### config.mk
export PLATFORM = sky130hd
export DESIGN_NAME = ccff_loader
export DESIGN_NICKNAME = d
export VERILOG_FILES = /design/src/rtl/ccff_loader.sv
export SDC_FILE = /design/constraint.sdc
export NUM_CORES = 1
export LEC_CHECK = 0
export BUFFER_PORTS_ARGS = -buffer_cell sky130_fd_sc_hd__buf_4
export CORE_MARGIN = 1.5
export CORE_UTILIZATION = 47
export CTS_CLUSTER_SIZE = 40
export DETAILED_ROUTE_END_ITERATION = 8
export HOLD_SLACK_MARGIN = 0.1
export PLACE_DENSITY = 0.66
export SLEW_MARGIN = 0
export SYNTH_ARGS = -nofsm -noshare
export SYNTH_HDL_FRONTEND = slang
export SYNTH_SLANG_ARGS = --single-unit
### constraint.sdc
create_clock -name clk -period 4.5 [get_ports clk]
set_clock_uncertainty 0.15 [all_clocks]
set_input_delay 0.9 -clock clk [delete_from_list [all_inputs] [get_ports clk]]
set_output_delay 0.9 -clock clk [all_outputs]
set_load 0.01 [all_outputs]
### src/rtl/ccff_loader.sv
// ----------------------------------------------------------------------------
// ccff_loader
//
// Drives the fabric's configuration flip-flop chain. Configuration bytes
// arrive over a valid/ready handshake and are shifted MSB-first onto
// ccff_head, one bit per prog_clk period. The chain's previous contents are
// read back from ccff_tail, one sample per bit, and packed into bytes.
//
// Handshake: a byte transfers on the rising clk edge where data_valid and
// data_ready are both high. data_ready does not depend on data_valid.
// data_valid/data are expected to hold until the transfer happens.
//
// Parameters
//   CHAIN_LEN  total configuration bits in the chain (>= 1)
//   CLK_DIV    clk cycles per prog_clk half-period (>= 1)
//
// Ports
//   clk         system clock, rising edge
//   rst_n       asynchronous active-low reset
//   start       single-cycle load request (honoured in IDLE or DONE only)
//   data        configuration byte, bit 7 shifted first
//   data_valid  data is valid
//   data_ready  holding register empty, load running, byte quota not met
//   prog_clk    chain shift clock (registered)
//   ccff_head   serial bit into the chain (registered)
//   ccff_tail   serial bit out of the chain
//   tail_byte   last 8 sampled tail bits, first sample in bit 7
//   tail_valid  one-cycle pulse when tail_byte updates
//   busy        load in progress
//   done        load complete, until the next accepted start
//   dbg_state   current FSM state encoding
// ----------------------------------------------------------------------------
module ccff_loader #(
   parameter int CHAIN_LEN = 512,
   parameter int CLK_DIV   = 2
) (
   input  logic       clk,
   input  logic       rst_n,
   input  logic       start,
   input  logic [7:0] data,
   input  logic       data_valid,
   output logic       data_ready,
   output logic       prog_clk,
   output logic       ccff_head,
   input  logic       ccff_tail,
   output logic [7:0] tail_byte,
   output logic       tail_valid,
   output logic       busy,
   output logic       done,
   output logic [2:0] dbg_state
);

   localparam int BW     = $clog2(CHAIN_LEN + 1);
   localparam int NBYTES = (CHAIN_LEN + 7) / 8;
   localparam int YW     = $clog2(NBYTES + 1);
   localparam int HW     = (CLK_DIV > 1) ? $clog2(CLK_DIV) : 1;

   localparam logic [BW-1:0] LAST_BIT  = BW'(CHAIN_LEN - 1);
   localparam logic [HW-1:0] HALF_LAST = HW'(CLK_DIV - 1);
   localparam logic [YW-1:0] BYTES_MAX = YW'(NBYTES);

   typedef enum logic [2:0] {
      S_IDLE  = 3'd0,
      S_FETCH = 3'd1,
      S_LOW   = 3'd2,
      S_HIGH  = 3'd3,
      S_DONE  = 3'd4
   } state_t;

   state_t          r_state;
   state_t          w_next_state;

   logic [7:0]      r_hold;
   logic            r_hold_full;
   logic [YW-1:0]   r_bytes;
   logic [7:0]      r_shift;
   logic [2:0]      r_bit_in_byte;
   logic [BW-1:0]   r_bit_cnt;
   logic [HW-1:0]   r_half_cnt;
   logic [7:0]      r_tail_sr;
   logic [2:0]      r_tail_cnt;
   logic [7:0]      r_tail_byte;
   logic            r_tail_valid;
   logic            r_prog_clk;
   logic            r_head;

   logic            w_start_ok;
   logic            w_fetch_go;
   logic            w_low_end;
   logic            w_high_end;
   logic            w_last_bit;
   logic            w_half_end;
   logic            w_active;
   logic            w_data_ready;
   logic            w_accept;
   logic [7:0]      w_tail_shifted;
   logic [7:0]      w_tail_align;

   // ---------------------------------------------------------------- FSM
   always_ff @(posedge clk or negedge rst_n) begin
      if (!rst_n) r_state <= S_IDLE;
      else        r_state <= w_next_state;
   end

   always_comb begin
      w_next_state = r_state;
      w_start_ok   = 1'b0;
      w_fetch_go   = 1'b0;
      w_low_end    = 1'b0;
      w_high_end   = 1'b0;
      w_last_bit   = 1'b0;
      w_half_end   = (r_half_cnt == HALF_LAST);
      case (r_state)
         S_IDLE, S_DONE: begin
            if (start) begin
               w_start_ok   = 1'b1;
               w_next_state = S_FETCH;
            end
         end
         S_FETCH: begin
            // An empty holding register is an underrun: just wait.
            if (r_hold_full) begin
               w_fetch_go   = 1'b1;
               w_next_state = S_LOW;
            end
         end
         S_LOW: begin
            if (w_half_end) begin
               w_low_end    = 1'b1;
               w_next_state = S_HIGH;
            end
         end
         S_HIGH: begin
            if (w_half_end) begin
               w_high_end = 1'b1;
               if (r_bit_cnt == LAST_BIT) begin
                  w_last_bit   = 1'b1;
                  w_next_state = S_DONE;
               end else if (r_bit_in_byte == 3'd7) begin
                  w_next_state = S_FETCH;
               end else begin
                  w_next_state = S_LOW;
               end
            end
         end
         default: w_next_state = S_IDLE;
      endcase
   end

   assign w_active     = (r_state == S_FETCH) || (r_state == S_LOW) || (r_state == S_HIGH);
   // The byte quota keeps the trailing bits of a partial final byte from
   // pulling in an extra byte that would never be shifted.
   assign w_data_ready = w_active && !r_hold_full && (r_bytes < BYTES_MAX);
   assign w_accept     = data_valid && w_data_ready;

   // Residual tail bits are moved up to the MSBs; unsampled LSBs become 0.
   assign w_tail_shifted = r_tail_sr << (4'd8 - {1'b0, r_tail_cnt});
   assign w_tail_align   = w_tail_shifted;

   // ---------------------------------------------------------------- datapath
   always_ff @(posedge clk or negedge rst_n) begin
      if (!rst_n) begin
         r_hold        <= 8'h00;
         r_hold_full   <= 1'b0;
         r_bytes       <= '0;
         r_shift       <= 8'h00;
         r_bit_in_byte <= 3'd0;
         r_bit_cnt     <= '0;
         r_half_cnt    <= '0;
         r_tail_sr     <= 8'h00;
         r_tail_cnt    <= 3'd0;
         r_tail_byte   <= 8'h00;
         r_tail_valid  <= 1'b0;
         r_prog_clk    <= 1'b0;
         r_head        <= 1'b0;
      end else begin
         r_tail_valid <= 1'b0;
         r_prog_clk   <= (w_next_state == S_HIGH);

         if (w_start_ok) begin
            r_bit_cnt   <= '0;
            r_hold      <= 8'h00;
            r_hold_full <= 1'b0;
            r_bytes     <= '0;
            r_tail_cnt  <= 3'd0;
            r_tail_sr   <= 8'h00;
         end else begin
            // Accept and fetch never coincide: ready needs an empty register,
            // fetch needs a full one.
            if (w_accept) begin
               r_hold      <= data;
               r_hold_full <= 1'b1;
               r_bytes     <= r_bytes + YW'(1);
            end

            if (w_fetch_go) begin
               r_shift       <= r_hold;
               r_head        <= r_hold[7];
               r_hold_full   <= 1'b0;
               r_bit_in_byte <= 3'd0;
               r_half_cnt    <= '0;
            end

            if ((r_state == S_LOW) || (r_state == S_HIGH)) begin
               r_half_cnt <= w_half_end ? '0 : r_half_cnt + HW'(1);
            end

            // Sample the tail just before prog_clk rises, while the chain
            // output still shows the bit about to be shifted out.
            if (w_low_end) begin
               r_tail_sr  <= {r_tail_sr[6:0], ccff_tail};
               r_tail_cnt <= r_tail_cnt + 3'd1;
               if (r_tail_cnt == 3'd7) begin
                  r_tail_byte  <= {r_tail_sr[6:0], ccff_tail};
                  r_tail_valid <= 1'b1;
               end
            end

            if (w_high_end) begin
               r_bit_cnt <= r_bit_cnt + BW'(1);
               if (!w_last_bit && (r_bit_in_byte != 3'd7)) begin
                  r_shift       <= {r_shift[6:0], 1'b0};
                  r_head        <= r_shift[6];
                  r_bit_in_byte <= r_bit_in_byte + 3'd1;
               end
               if (w_last_bit && (r_tail_cnt != 3'd0)) begin
                  r_tail_byte  <= w_tail_align;
                  r_tail_valid <= 1'b1;
               end
            end
         end
      end
   end

   assign data_ready = w_data_ready;
   assign prog_clk   = r_prog_clk;
   assign ccff_head  = r_head;
   assign tail_byte  = r_tail_byte;
   assign tail_valid = r_tail_valid;
   assign busy       = w_active;
   assign done       = (r_state == S_DONE);
   assign dbg_state  = r_state;

endmodule

# Word-level counts from Yosys, hierarchy flattened
# Index checks and enable logic that the tools add are counted.
# op_classes
bitwise_logic,1
order_cmp,1
reduce_logical,19
n_addsub,6
mux,51
shifts,1
n_eq_ne,9
# op_table
op,count
$mux W8,11
$mux W3,10
$mux W1,24
$mux W10,2
$mux W7,2
$pmux W3 S4,1
$add A10 B1 Y10 const B,1
$eq A10 B9 Y1 const B,1
$eq A3 B2 Y1 const B,3
$eq A3 B3 Y1 const B,3
$reduce_bool A2 Y1,4
$shl A8 B4 Y8,1
$add A7 B1 Y7 const B,1
$lt A7 B7 Y1 const B,1
$add A3 B1 Y3 const B,2
$reduce_bool A3 Y1,2
$logic_and A1 B1 Y1,5
$sub A4 B3 Y4 const A,1
$eq A3 B1 Y1 const B,1
$logic_not A3 Y1,1
$logic_or A1 B1 Y1,3
$ne A3 B3 Y1 const B,1
$logic_not A1 Y1,2
$mux W2,1
other kinds (4),4
# word_totals
in_bits,13
ff_bits,63
elab_cells,102

# Depth between registers and ports, before layout
# depth
depth_word,9
ltp_mapped,9

# Least setup slack after synthesis
# No wires, ideal clock.
# synth_path
path_kind,flip-flop to flip-flop
startpoint,register r_tail_cnt[0]
endpoint,"register r_tail_byte[0], in the netlist tail_byte[0]"
period_less_slack_ns,2.631
path_slack_ns,1.869
stages_incl_launch_ff,10
n_path_buf,2
setup_time_ns,0.076
arrival_time_ns,2.404
cell_sequence,dfrtp_1 -> buf_1 -> inv_1 -> ha_1 -> ha_1 -> nor2_1 -> or4b_1 -> buf_2 -> or4b_1 -> o21ai_1
# synth_between
elab_chain_cells,5
word_cells_on_any_way,9
cone_classes,1 x add/sub; 1 x eq/ne; 1 x shift; 4 x mux; 2 x reduce/logical
# synth_lines
element,line,rtl
from (decl),81,logic [2:0] r_tail_cnt;
from (signal assigned),212,r_tail_cnt <= r_tail_cnt + 3'd1;
"parallel branches: the longest is 4 deep, another holds $sub A4 B3 Y4",-,
$mux W8 *,219,if (w_high_end) begin
to (signal assigned),214,"r_tail_byte <= {r_tail_sr[6:0], ccff_tail};"
to (signal assigned),227,r_tail_byte <= w_tail_align;
to (decl),82,logic [7:0] r_tail_byte;
# Mark *: on every way between the ends.
# A chain may end at the register's enable or synchronous reset.

# Worst setup path in the final report
# layout_path
startpoint,register r_tail_cnt[0]
endpoint,"register r_tail_byte[1], in the netlist tail_byte[1]"
# The elaborated chain is that of the path after synthesis.

==> run_results.csv <==
group,metric,value,unit
critical_path,cp-start-kind,"flop",
yosys,synthDistinctLibCells,48,
timing,fin_ws,1840,ps
route,route.detailed.drc,4,
route,vias_per_cell,5.70,
place,pre_cts_ws,1860,ps
critical_path,critPathTopFamily,"simple AND/OR/NAND/NOR gates",
yosys,synth_ff_type,"dfrtp_1",
timing,rsz0062_at_grt,"false",
finish,n_antenna_cell,0,
yosys,yosys-top-cells-area,"dfrtp_1 49%, mux2i_1 4.8%, nand2_1 3.8%",
cts,cts_buffers,9,
yosys,yosysSeqAreaShare,0.492,
cts,clk_latency,330,ps
finish,fin_area,0.00359,mm^2
global_routing,antenna_found_initial,0,
critical_path,critPathCaptureType,"flop",
floorplan,num_rows,29,
yosys,synth_xor_area_frac,0.0305,
power,peakVddDrop,0.294,mV
finish,seqCellArea,0.00155,mm^2
status,violations,"DRC",
route,drt_first_pass_iters,6,
timing,tns,0,ps
global_routing,grt_use_total,0.196,
global_routing,grt_pass1_wl,11100,um
critical_path,critPathMaxFanout,13,
critical_path,startpoint,"r_tail_cnt[0]$_DFFE_PN0P_",
yosys,netlist_area,0.00315,mm^2
timing,worst_pin_slew,862,ps
timing,drv_slew,0,
yosys,yosys.area_share.simple,0.189,
critical_path,cp_num_cells,7,
finish,multi_input_area,0.00146,mm^2
timing,hold_viol_final,0,
critical_path,worstPathArrival,2770,ps
finish,layout.nets,359,
critical_path,crit_end,"tail_byte[1]$_DFFE_PN0N_",
yosys,synth_top_family_by_area,"simple AND/OR/NAND/NOR gates",
cts,cts_max_level,3,
hold_path,hp-class,"reg2reg",
yosys,synth_adder_area_share,0.0317,
place,placed_cell_area,0.00342,mm^2
place,dpl.hpwl,4280,um
floorplan,die_area,0.00721,mm^2
timing,hold_ws,346,ps
timing,period_share,0.591,
yosys,yosysWarnings,0,
finish,final_util,0.559,
yosys,synth.largest_area_cell,"dfrtp_1",
route,drt-initial-drc-count,118,
yosys,synth_nets,333,
global_routing,gr-total-overflow,0,
critical_path,reg2reg_depth,7,
critical_path,critical_path.max_stage_delay,660,ps
yosys,synth_compound_area_frac,0.139,
critical_path,crit_buf_inv,1,
cts,cts.path.max_buffers,2,
floorplan,die_w,84.9,um
timing,setup_violations,0,
yosys,synth.area.mux_share,0.0726,
cts,ctsRootBufferMaster,"clkbuf_8",
yosys,ys_async_sr_fraction,1.00,
finish,final_cells,418,
power,p_total,2.30,mW
critical_path,path_class,"reg2reg",
critical_path,r2r_slack,1840,ps
critical_path,worstPathCellList,"inv_1 -> ha_1 -> ha_1 -> nor2_1 -> or4b_1 -> or4b_1 -> o21ai_1",
floorplan,die_y,84.9,um
route,wl,6160,um
timing,maxSlewHeadroom,0.421,
yosys,ys_seq_elements,62,
power,powerDensity,639,mW/mm^2
critical_path,cp.required,4620,ps
finish,layout-drive-gt1-share,0.176,
floorplan,start_util,0.491,
global_routing,grt_pass1_vias,2352,
critical_path,timing.rr.end,"tail_byte[1]$_DFFE_PN0N_",
critical_path,r2r_start,"r_tail_cnt[0]$_DFFE_PN0P_",
place,dp_cells,404,
timing,fmax,376,MHz
route,dr_total_vias,2381,
cts,clk_pin_slew_worst_paths,60,ps
yosys,synth_edf_count,0,
floorplan,coreArea,0.00642,mm^2
route,ant_nets,0,
job,cap_violations,0,
critical_path,worst_path_max_delay_cell,"dfrtp_1",
cts,clock_sink_count,62,
yosys,netlist_instances,312,
finish,num-fill-cells,574,
global_routing,grt_max_degree,63,
cts,post_cts.repair.setup_buffers,0,
floorplan,io_pins,30,
place,portBuffers,29,
finish,syn2layout_area_growth,13.8,%
cts,cts.hold.buffers_added,0,
cts,cts_resized,0,
yosys,avgSynthCellArea,10.1,um^2
place,place_congestion,0.811,
cts,cts_tree,"done",
route,drt-wirelength-per-cell,14.7,um
power,leakage,1.67,nW
timing,finalCriticalPeriod,2660,ps
status,status,"complete, but fails checks",
yosys,synth_top_area_share,0.492,
[layout by cell type, fill, tap and decap left out, types with 4 or more instances in the layout]
master,count
dfrtp_1,62
nand2_1,32
buf_4,30
inv_1,21
nor2_1,19
a21oi_1,17
o21ai_0,17
mux2i_1,15
nand3_1,14
clkbuf_8,12
nand2b_1,10
o221a_2,8
ha_1,8
nor3_1,6
xnor2_1,6
xor2_1,5
nand4_1,4
o211ai_1,4
nand3b_1,4
[cell usage after synthesis (4+ instances only)]
cell type and instances:
nor3_1 6, xnor2_1 6, o221a_2 8, dfrtp_1 62, mux2i_1 15, o211ai_1 4, o21ai_0 17, nand4_1 4
nor2_1 19, xor2_1 5, clkbuf_1 10, nand2b_1 10, nand3b_1 4, ha_1 8, nand3_1 14, inv_1 21
a21oi_1 17, nand2_1 32
[cell families after synthesis]
logic type,count (synthesis)
adder cells (fa/ha/maj),8
multiplexers,19
flip-flops,62
XOR/XNOR,11
AO/OA/AOI/OAI,65
buffers and inverters,36
AND/OR/NAND/NOR,111
[power breakdown]
| group | internal, mW | total (mW) | leakage [nW] | switching, mW |
|---|---|---|---|---|
| clock | 0.238 | 0.437 | 0.0914 | 0.199 |
| sequential | 0.757 | 0.976 | 0.800 | 0.219 |
| combinational | 0.428 | 0.882 | 0.780 | 0.454 |
| total | 1.42 | 2.30 | 1.67 | 0.872 |
[final cells by class]
class / instances / share of cell area
tap: 77 / 0.0268
sequential: 62 / 0.432
inverter: 21 / 0.0220
multi-input combinational: 214 / 0.408
timing repair buffer: 30 / 0.0627
clock inverter: 1 / 0.00139
clock buffer: 13 / 0.0471
[worst reg2reg max path, stage by stage (launching register included)]
cell and delay (ps):
dfrtp_1 660, inv_1 90, ha_1 210, ha_1 170, nor2_1 70, or4b_1 590, or4b_1 550, o21ai_1 80
[worst min path at each step]
stage,from,endpoint,cells after the start
finish,r_hold[5]$_DFFE_PN0P_,r_hold[5]$_DFFE_PN0P_,2
global route,r_bit_in_byte[0]$_DFFE_PN0N_,r_bit_in_byte[0]$_DFFE_PN0N_,1
CTS,r_hold[5]$_DFFE_PN0P_,r_hold[5]$_DFFE_PN0P_,2
detailed placement,r_hold[5]$_DFFE_PN0P_,r_hold[5]$_DFFE_PN0P_,2
global placement,r_hold[2]$_DFFE_PN0P_,r_hold[2]$_DFFE_PN0P_,2
floorplan,r_bit_in_byte[0]$_DFFE_PN0N_,r_bit_in_byte[0]$_DFFE_PN0N_,1
[metal layers]
metal | wire (um) | global-route usage
met1 | 2840 | 0.249
met5 | 0 | 0
met2 | 2980 | 0.327
met3 | 226 | 0.0379
met4 | 111 | 0.0894
[registers in the layout, summed over array words and instances (netlist names), 3 cells and up]
signal,flops
r_tail_sr,8
r_bytes,7
dbg_state,3
r_bit_in_byte,3
tail_byte,8
r_hold,8
r_shift,7
r_bit_cnt,10
r_tail_cnt,3
(Power assumes the default switching activity.)
